$ cat src/rtl/mm_pkg.sv
// Shared types and defaults for the 3x3 outer-product matrix driver.
package mm_pkg;

    localparam int MM_DIM = 3;
    localparam int MM_DW  = 8;
    localparam int MM_AW  = 4;

    // Q4.4 fixed-point 1.0
    localparam logic [7:0] Q44_ONE = 8'h10;

    typedef enum logic [1:0] {
        IDLE    = 2'd0,
        SEND_A  = 2'd1,
        SEND_B  = 2'd2,
        COLLECT = 2'd3
    } state_e;

endpackage

$ cat src/rtl/mm_elem_store.sv
// DIM*DIM x DW register array: one write port, two combinational read ports.
// Addresses >= DIM*DIM are ignored on write and read back as 0. Contents are not reset.
module mm_elem_store #(
    parameter int DIM = 3,
    parameter int DW  = 8,
    parameter int AW  = 4
) (
    input  logic          i_clk,
    input  logic          i_we,
    input  logic [AW-1:0] i_waddr,
    input  logic [DW-1:0] i_wdata,
    input  logic [AW-1:0] i_raddr0,
    output logic [DW-1:0] o_rdata0,
    input  logic [AW-1:0] i_raddr1,
    output logic [DW-1:0] o_rdata1
);

    localparam int N = DIM * DIM;

    logic [DW-1:0] mem_q [N];
    logic [DW-1:0] mem_d [N];

    always_comb begin
        mem_d = mem_q;
        for (int i = 0; i < N; i++) begin
            if (i_we && (i_waddr == AW'(i))) begin
                mem_d[i] = i_wdata;
            end
        end
    end

    always_ff @(posedge i_clk) begin
        mem_q <= mem_d;
    end

    // Decoded reads so out-of-range addresses fall through to zero.
    always_comb begin
        o_rdata0 = '0;
        o_rdata1 = '0;
        for (int i = 0; i < N; i++) begin
            if (i_raddr0 == AW'(i)) o_rdata0 = mem_q[i];
            if (i_raddr1 == AW'(i)) o_rdata1 = mem_q[i];
        end
    end

endmodule

$ cat src/rtl/mat_stream_driver.sv
// Streams A columns / B rows into the outer-product multiplier and collects its results.
// Optional macro MM_DRV_LAST_CHECK_EN enables i_res_last protocol checking on o_err.
module mat_stream_driver
    import mm_pkg::*;
#(
    parameter int DIM = MM_DIM,
    parameter int DW  = MM_DW,
    parameter int AW  = MM_AW
) (
    input  logic          i_clk,
    input  logic          i_rst_n,
    input  logic          i_start,
    input  logic          i_load_we,
    input  logic          i_load_sel,
    input  logic [AW-1:0] i_load_addr,
    input  logic [DW-1:0] i_load_data,
    output logic [DW-1:0] o_a_num,
    output logic          o_a_num_valid,
    input  logic          i_a_read,
    output logic [DW-1:0] o_b_num,
    output logic          o_b_num_valid,
    input  logic          i_b_read,
    output logic          o_res_ready,
    input  logic [DW-1:0] i_res_data,
    input  logic          i_res_valid,
    input  logic          i_res_last,
    input  logic [AW-1:0] i_rd_addr,
    output logic [DW-1:0] o_rd_data,
    output logic          o_busy,
    output logic          o_done,
    output logic          o_err,
    output logic [1:0]    o_dbg_state
);

    localparam int N  = DIM * DIM;
    localparam int IW = (DIM > 1) ? $clog2(DIM) : 1;
    localparam logic [IW-1:0] J_LAST = IW'(DIM - 1);
    localparam logic [AW-1:0] R_LAST = AW'(N - 1);

    // Handshake: a word moves on a rising edge where valid && read/ready are both high;
    // the offered word is held stable until that edge.
    state_e        state_q, state_d;
    logic [IW-1:0] j_q, j_d, k_q, k_d;
    logic [AW-1:0] r_q, r_d;
    logic          a_vld_q, a_vld_d, b_vld_q, b_vld_d, rdy_q, rdy_d;
    logic          busy_q, busy_d, done_q, done_d;

    logic a_xfer, b_xfer, res_acc, res_final, start_acc, load_ok;

    assign a_xfer    = a_vld_q && i_a_read;
    assign b_xfer    = b_vld_q && i_b_read;
    assign res_acc   = rdy_q && i_res_valid;
    assign res_final = res_acc && (r_q == R_LAST);
    assign start_acc = (state_q == IDLE) && i_start;
    assign load_ok   = (state_q == IDLE) && i_load_we;

    always_comb begin
        state_d = state_q;
        j_d     = j_q;
        k_d     = k_q;
        r_d     = r_q;
        done_d  = done_q;
        case (state_q)
            IDLE: begin
                if (i_start) begin
                    state_d = SEND_A;
                    j_d     = '0;
                    k_d     = '0;
                    r_d     = '0;
                    done_d  = 1'b0;
                end
            end
            SEND_A: begin
                if (a_xfer) begin
                    if (j_q == J_LAST) begin
                        j_d     = '0;
                        state_d = SEND_B;
                    end else begin
                        j_d = j_q + 1'b1;
                    end
                end
            end
            SEND_B: begin
                if (b_xfer) begin
                    if (j_q == J_LAST) begin
                        j_d = '0;
                        if (k_q == J_LAST) begin
                            state_d = COLLECT;
                            r_d     = '0;
                        end else begin
                            k_d     = k_q + 1'b1;
                            state_d = SEND_A;
                        end
                    end else begin
                        j_d = j_q + 1'b1;
                    end
                end
            end
            COLLECT: begin
                if (res_acc) begin
                    r_d = r_q + 1'b1;
                    if (r_q == R_LAST) begin
                        state_d = IDLE;
                        done_d  = 1'b1;
                    end
                end
            end
            default: state_d = IDLE;
        endcase
        a_vld_d = (state_d == SEND_A);
        b_vld_d = (state_d == SEND_B);
        rdy_d   = (state_d == COLLECT);
        busy_d  = (state_d != IDLE);
    end

    always_ff @(posedge i_clk or negedge i_rst_n) begin
        if (!i_rst_n) begin
            state_q <= IDLE;
            j_q     <= '0;
            k_q     <= '0;
            r_q     <= '0;
            a_vld_q <= 1'b0;
            b_vld_q <= 1'b0;
            rdy_q   <= 1'b0;
            busy_q  <= 1'b0;
            done_q  <= 1'b0;
        end else begin
            state_q <= state_d;
            j_q     <= j_d;
            k_q     <= k_d;
            r_q     <= r_d;
            a_vld_q <= a_vld_d;
            b_vld_q <= b_vld_d;
            rdy_q   <= rdy_d;
            busy_q  <= busy_d;
            done_q  <= done_d;
        end
    end

`ifdef MM_DRV_LAST_CHECK_EN
    logic       err_q, err_d;
    logic [1:0] pend_q, pend_d;

    // pend counts down the two-cycle grace window for a late i_res_last after the final word.
    always_comb begin
        err_d  = err_q;
        pend_d = pend_q;
        if (pend_q != 2'd0) begin
            if (i_res_last) begin
                pend_d = 2'd0;
            end else if (pend_q == 2'd1) begin
                err_d  = 1'b1;
                pend_d = 2'd0;
            end else begin
                pend_d = pend_q - 2'd1;
            end
        end
        if (res_acc) begin
            if (i_res_last && !res_final) err_d  = 1'b1;
            if (res_final && !i_res_last) pend_d = 2'd2;
        end
        if (start_acc) begin
            err_d  = 1'b0;
            pend_d = 2'd0;
        end
    end

    always_ff @(posedge i_clk or negedge i_rst_n) begin
        if (!i_rst_n) begin
            err_q  <= 1'b0;
            pend_q <= 2'd0;
        end else begin
            err_q  <= err_d;
            pend_q <= pend_d;
        end
    end

    assign o_err = err_q;
`else
    logic unused_res_last;
    logic unused_start_acc;
    assign unused_res_last  = i_res_last;
    assign unused_start_acc = start_acc;
    assign o_err = 1'b0;
`endif

    logic [AW-1:0] a_raddr, b_raddr;
    logic [DW-1:0] unused_a_rd1, unused_b_rd1, unused_res_rd1;

    assign a_raddr = AW'(j_q) * AW'(DIM) + AW'(k_q);
    assign b_raddr = AW'(k_q) * AW'(DIM) + AW'(j_q);

    mm_elem_store #(.DIM(DIM), .DW(DW), .AW(AW)) u_a_store (
        .i_clk    (i_clk),
        .i_we     (load_ok && !i_load_sel),
        .i_waddr  (i_load_addr),
        .i_wdata  (i_load_data),
        .i_raddr0 (a_raddr),
        .o_rdata0 (o_a_num),
        .i_raddr1 ('0),
        .o_rdata1 (unused_a_rd1)
    );

    mm_elem_store #(.DIM(DIM), .DW(DW), .AW(AW)) u_b_store (
        .i_clk    (i_clk),
        .i_we     (load_ok && i_load_sel),
        .i_waddr  (i_load_addr),
        .i_wdata  (i_load_data),
        .i_raddr0 (b_raddr),
        .o_rdata0 (o_b_num),
        .i_raddr1 ('0),
        .o_rdata1 (unused_b_rd1)
    );

    mm_elem_store #(.DIM(DIM), .DW(DW), .AW(AW)) u_res_store (
        .i_clk    (i_clk),
        .i_we     (res_acc),
        .i_waddr  (r_q),
        .i_wdata  (i_res_data),
        .i_raddr0 (i_rd_addr),
        .o_rdata0 (o_rd_data),
        .i_raddr1 ('0),
        .o_rdata1 (unused_res_rd1)
    );

    assign o_a_num_valid = a_vld_q;
    assign o_b_num_valid = b_vld_q;
    assign o_res_ready   = rdy_q;
    assign o_busy        = busy_q;
    assign o_done        = done_q;
    assign o_dbg_state   = state_q;

endmodule

$ cat config.mk
export PLATFORM = sky130hd
export DESIGN_NAME = mat_stream_driver
export DESIGN_NICKNAME = d
export VERILOG_FILES = /design/src/rtl/mm_pkg.sv /design/src/rtl/mm_elem_store.sv /design/src/rtl/mat_stream_driver.sv
export SDC_FILE = /design/constraint.sdc
export NUM_CORES = 1
export LEC_CHECK = 0
export ABC_AREA = 1
export CAP_MARGIN = 15
export CORE_MARGIN = 5
export CORE_UTILIZATION = 45
export CTS_CLUSTER_SIZE = 20
export DETAILED_ROUTE_END_ITERATION = 16
export PLACE_DENSITY = 0.67
export RECOVER_POWER = 100
export SETUP_SLACK_MARGIN = 0.3
export SYNTH_ARGS = -nofsm -noshare
export SYNTH_HDL_FRONTEND = slang
export SYNTH_SLANG_ARGS = --single-unit
export TNS_END_PERCENT = 20
$ cat constraint.sdc
create_clock -name i_clk -period 5.35 [get_ports i_clk]
set_input_delay 1.605 -clock i_clk [delete_from_list [all_inputs] [get_ports i_clk]]
set_output_delay 1.605 -clock i_clk [all_outputs]
set_load 0.02 [all_outputs]
==> summary by stage <==
STA
Between clock sinks in the finished design, the worst skew comes to 0.01512 ns. The number of endpoints with negative hold slack in the final report is 0. In the finished design, the share of the clock period the worst path needs comes to a little over nine tenths. The smallest clock period supported by the final layout is computed as 5.173 ns. The count of final max-slew check failures is 0. The post-route setup TNS is 0 ns. The highest clock rate is 193.3 MHz.

The worst slew slack as a fraction of its limit is 38.54%. Setup violations remaining at the end of the flow were counted as 0. The measured slew at the worst slew-check pin is 0.9185 ns. Setup repair after global routing could not meet its margin everywhere.

Critical path
The kind of capture point of the worst setup path is an output port. The largest individual stage delay along the critical path comes from the cell sky130_fd_sc_hd__clkdlybuf4s50_1. The worst stage delay on the critical path is 0.59 ns. In this run the critical register-to-register path is launched from o_dbg_state[1]. The arrival time of data at the critical path endpoint is between 3 and 4 ns. The type of the worst setup path is in -> out. Of all nets on the critical path, the largest fanout is 23. The worst register-to-register path has a depth of 4. For flop-to-flop paths, the worst setup slack is 2.84 ns. The worst setup path is launched from an input pin. The worst register-to-register path ends at u_b_store.mem_q[60]. The data required time at the worst endpoint is 3.74 ns.

Traced cell by cell, the critical path runs through clkdlybuf4s50_1 > nor2_1 > buf_12 > nand3_1 > nand3_1 > nor2_1 > nand4_1 > nand2_1 > nand2_1 > clkdlybuf4s50_1.

Synthesis
The Yosys step of the flow raised 0 warnings. The netlist area before placement is between 9000 and 10000 sq um. By area the synthesized netlist is led by sky130_fd_sc_hd__edfxtp_1 66%, sky130_fd_sc_hd__nand2_1 6.5%, sky130_fd_sc_hd__nand3_1 6.0%, sky130_fd_sc_hd__dfrtp_1 3.8%, sky130_fd_sc_hd__nor2_1 3.1%. The gate count of the mapped netlist is 843. The share of synthesized area in the top cell type comes to about two thirds.

sky130_fd_sc_hd__edfxtp_1 takes more of the synthesized area than any other cell. After synthesis, flip-flops and latches occupy 69.39% of the total area. The count of state elements after synthesis is 231. The total nets after synthesis is 896. Dividing the synthesized area by the synthesized cell count gives 11.73 sq um.

The netlist uses 31 different library cells.

Power
The largest vdd supply drop is about 360 uV. The total internal power is 3304 uW. The leakage power summed over all cells is 0.004340 uW. The analysis attributes to net switching a power of 1425 uW. The portion of total power attributed to combinational logic is 24.5%. The areal power density over the cells is 401.9 nW/um^2. In this run, the clock network consumes about 33% of the power. Of the total power, registers draw about 43%.

Of the total power, the share spent switching nets is 30.14%.

Detailed routing
The average wire per standard cell is 16.28 um. The number of vias after detailed routing is 6319. The detailed-route wire length is 20.28 mm. Before antenna repair, the detailed router went through 5 iterations. The number of vias per cell after detailed routing is 5.071. The DRC violations left is 0.

The antenna violation net count after detailed routing is 0. The iteration-0 DRC count of the detailed router is 399.

Place
During placement, the flow inserted port buffers numbering 62. The cell count after placement is approximately 1200. The weighted congestion reported at the end of routability-driven placement is a little under 0.8. The wire-length estimate of the detail-placed layout is 13.55 mm.

GRT
The routing layer with the top usage in global route is met2. The pin count of the biggest net entering global routing is 27. Global routing consumed, on the met2 layer, 28.40% of the routing resources. The final global-route overflow total is 0. The number of antenna violations at the first check in global routing came to 0. The first-pass GRT wire length is 32.73 mm. The global-route usage over all layers is between 10% and 20%. In the global route stage, met3 resource usage came out at 2.624%.

For met1 alone, demand over resource in global routing was 21.98%. The number of global-route vias before repair came to around 6400.

Floorplanning
The floorplan core area is 21760 sq um. The number of I/O pins is 65. The floorplan die area is 25040 sq um. The floorplan has 54 rows. The width of the die is between 150 and 200 um. The chip height is 158.2 um.

The initial utilization of the core area, before any placement, comes to 45.45%.

CTS
The number of buffers created by CTS is 24. The TritonCTS clock tree is yes. The cell at the root of the clock tree is sky130_fd_sc_hd__clkbuf_16. For this design, the CTS-stage hold fixing added 0 buffers. The clock net in this run drives a total of roughly 230 sinks. Clock-pin slew was measured on the worst setup and hold paths at 0.06 ns.

The worst-skew pair later-pin latency is 0.51 ns. CTS built an H-tree with a depth of 1. No sink is reached through more buffers than the 3 on the longest clock path.

Worst hold path
Counting instances, the worst hold path has a depth of 2. The hold path endpoint is o_done. The tightest min-delay check is of the reg -> reg type. The critical hold path startpoint is o_done.

Status
The flow ran to the end, and the final reports show no timing, DRC or antenna violations.

Finish
The area added between synthesis and finish is 19.01%. Cells with a size suffix above 1 make up between 10% and 20% of the layout. The count of filler cells inserted in the layout is 1882.

The area used by multi-input combinational logic is 2673 sq um. The final layout contains 1002 nets. The post-route non-filler standard cell count is 1246.

In the final layout, flip-flops and latches occupy roughly 6900 sq um. The final design utilization is 54.09%. The number of diodes added for antenna fixing is 0.

Run
The number of violations of the max-capacitance limit is 0.
## worst max path at each step
stage | from | to | slack (ns) | cells after the start
final | i_rd_addr[2] | o_rd_data[2] | 0.18 | 10
after global placement | i_rd_addr[2] | o_rd_data[4] | 0.08 | 10
after detailed placement | i_rd_addr[2] | o_rd_data[6] | 0.08 | 10
after CTS | i_rd_addr[2] | o_rd_data[3] | 0.12 | 10
after global routing | j_q[1] | o_a_num[3] | 0.02 | 13
after floorplan | j_q[1] | o_b_num[1] | 0.99 | 13
## cell usage in the layout, fill, tap and decap left out, types with 3 or more instances in the layout
master,Yosys,final
sky130_fd_sc_hd__clkbuf_2,0,3
sky130_fd_sc_hd__nand3_1,119,117
sky130_fd_sc_hd__clkdlybuf4s50_1,0,8
sky130_fd_sc_hd__or2_0,12,13
sky130_fd_sc_hd__clkinv_1,0,6
sky130_fd_sc_hd__edfxtp_1,216,216
sky130_fd_sc_hd__nor3_2,4,3
sky130_fd_sc_hd__nand4_1,25,25
sky130_fd_sc_hd__nor2_4,10,14
sky130_fd_sc_hd__nor3_4,2,3
sky130_fd_sc_hd__nor2_2,10,7
sky130_fd_sc_hd__clkbuf_1,1,19
sky130_fd_sc_hd__fa_1,4,3
sky130_fd_sc_hd__ha_1,16,14
sky130_fd_sc_hd__nand2_1,170,168
sky130_fd_sc_hd__inv_1,69,68
sky130_fd_sc_hd__buf_12,0,5
sky130_fd_sc_hd__dfrtp_1,15,15
sky130_fd_sc_hd__inv_2,17,16
sky130_fd_sc_hd__buf_4,3,18
sky130_fd_sc_hd__nor3_1,8,8
sky130_fd_sc_hd__clkbuf_16,0,25
sky130_fd_sc_hd__o21ai_0,19,17
sky130_fd_sc_hd__a21oi_1,22,23
sky130_fd_sc_hd__nor2_1,81,81
sky130_fd_sc_hd__buf_6,1,10
sky130_fd_sc_hd__dlygate4sd3_1,0,29
sky130_fd_sc_hd__clkinv_2,0,6
## registers in the layout, indices dropped and copies added, names as in the netlist
name / flops
j_q: 2
k_q: 2
o_a_num_valid: 1
o_b_num_valid: 1
o_busy: 1
o_dbg_state: 2
o_done: 1
o_res_ready: 1
r_q: 4
u_a_store.mem_q: 72
u_b_store.mem_q: 72
u_res_store.mem_q: 72
## synth_stat cells
cell type                  instances
sky130_fd_sc_hd__or2_1             2
sky130_fd_sc_hd__xor2_1            1
sky130_fd_sc_hd__a21oi_2           2
sky130_fd_sc_hd__nor2_1           81
sky130_fd_sc_hd__o21bai_1          1
sky130_fd_sc_hd__nor3b_2           1
sky130_fd_sc_hd__ha_1             16
sky130_fd_sc_hd__inv_1            69
sky130_fd_sc_hd__nor2_2           10
sky130_fd_sc_hd__nand3_1         119
sky130_fd_sc_hd__inv_2            17
sky130_fd_sc_hd__or2_0            12
sky130_fd_sc_hd__o22ai_1           1
sky130_fd_sc_hd__buf_4             3
sky130_fd_sc_hd__o21ai_0          19
sky130_fd_sc_hd__dfrtp_1          15
sky130_fd_sc_hd__a21oi_1          22
sky130_fd_sc_hd__nand4_1          25
sky130_fd_sc_hd__fa_1              4
sky130_fd_sc_hd__clkbuf_1          1
sky130_fd_sc_hd__nor2_4           10
sky130_fd_sc_hd__nor3_1            8
sky130_fd_sc_hd__buf_6             1
sky130_fd_sc_hd__edfxtp_1        216
sky130_fd_sc_hd__buf_2             8
sky130_fd_sc_hd__conb_1            1
sky130_fd_sc_hd__nand3b_1          1
sky130_fd_sc_hd__a211oi_1          1
sky130_fd_sc_hd__nor3_4            2
sky130_fd_sc_hd__nand2_1         170
sky130_fd_sc_hd__nor3_2            4
## cell families (layout without fill, tap and decap cells)
family	count (synthesis)	in the layout	synth area share (%)
compound gates	46	46	2.468
xor+xnor	1	1	0.08859
other cells	1	1	0.03792
flops	231	231	69.39
simple gates	445	446	21.13
fa+ha+maj	20	20	2.834
buf+inv	99	221	4.049
## through the flow
| stage | total power (uW) | setup slack (ns) | hold WS (ns) | area (sq um) |
|---|---|---|---|---|
| 3_5_place_dp | 3244 | 0.08092 | 0.5077 | 10970 |
| 5_1_grt | 4977 | 0.02417 | 0.5853 | 11770 |
| 2_1_floorplan | 2777 | 0.9932 | 0.5791 | 9888 |
| 3_3_place_gp | 3230 | 0.08336 | 0.4756 | 10970 |
| 4_1_cts | 4758 | 0.1207 | 0.5220 | 11800 |
| 6_report | 4729 | 0.1773 | 0.5107 | 11770 |
## final cells by class
class	count	area share (%)
inverters	86	2.786
flip-flops and latches	231	58.31
multi-input cells	514	22.71
well taps	280	2.977
clock buffers	29	5.444
repair buffers	92	7.007
clock inverters	14	0.7656
## power groups by stage
stage          clock network [uW]  registers, uW  logic [uW]
2_1_floorplan                   0           2080         695
4_1_cts                      1580           2030        1150
3_5_place_dp                    0           2070        1180
6_report                     1540           2030        1160
3_3_place_gp                    0           2070        1160
5_1_grt                      1650           2030        1290
## metal layers
| metal | wire length (um) | share of wire [%] | vias to the layer above |
|---|---|---|---|
| met2 | 9954 | 49 | 146 |
| met3 | 1061 | 5.2 | 24 |
| met5 | 0 | 0 | - |
| met4 | 317 | 1.6 | 0 |
| li1 | - | - | 3133 |
| met1 | 8952 | 44 | 3016 |
## critical path, delay by kind of cell
family | cells | cell delay, ns
buf+inv | 3 | 1.25
simple gates | 7 | 0.70
## what timing repair did
item / 4_1_cts / 5_1_grt
pin swaps: 8 / 31
gates cloned: 1 / 0
setup endpoints to repair: 24 / 24
endpoints found under the hold margin: 0 / 0
resized for setup: 43 / 81
setup buffers: 7 / 2
(Power assumes the default switching activity.)
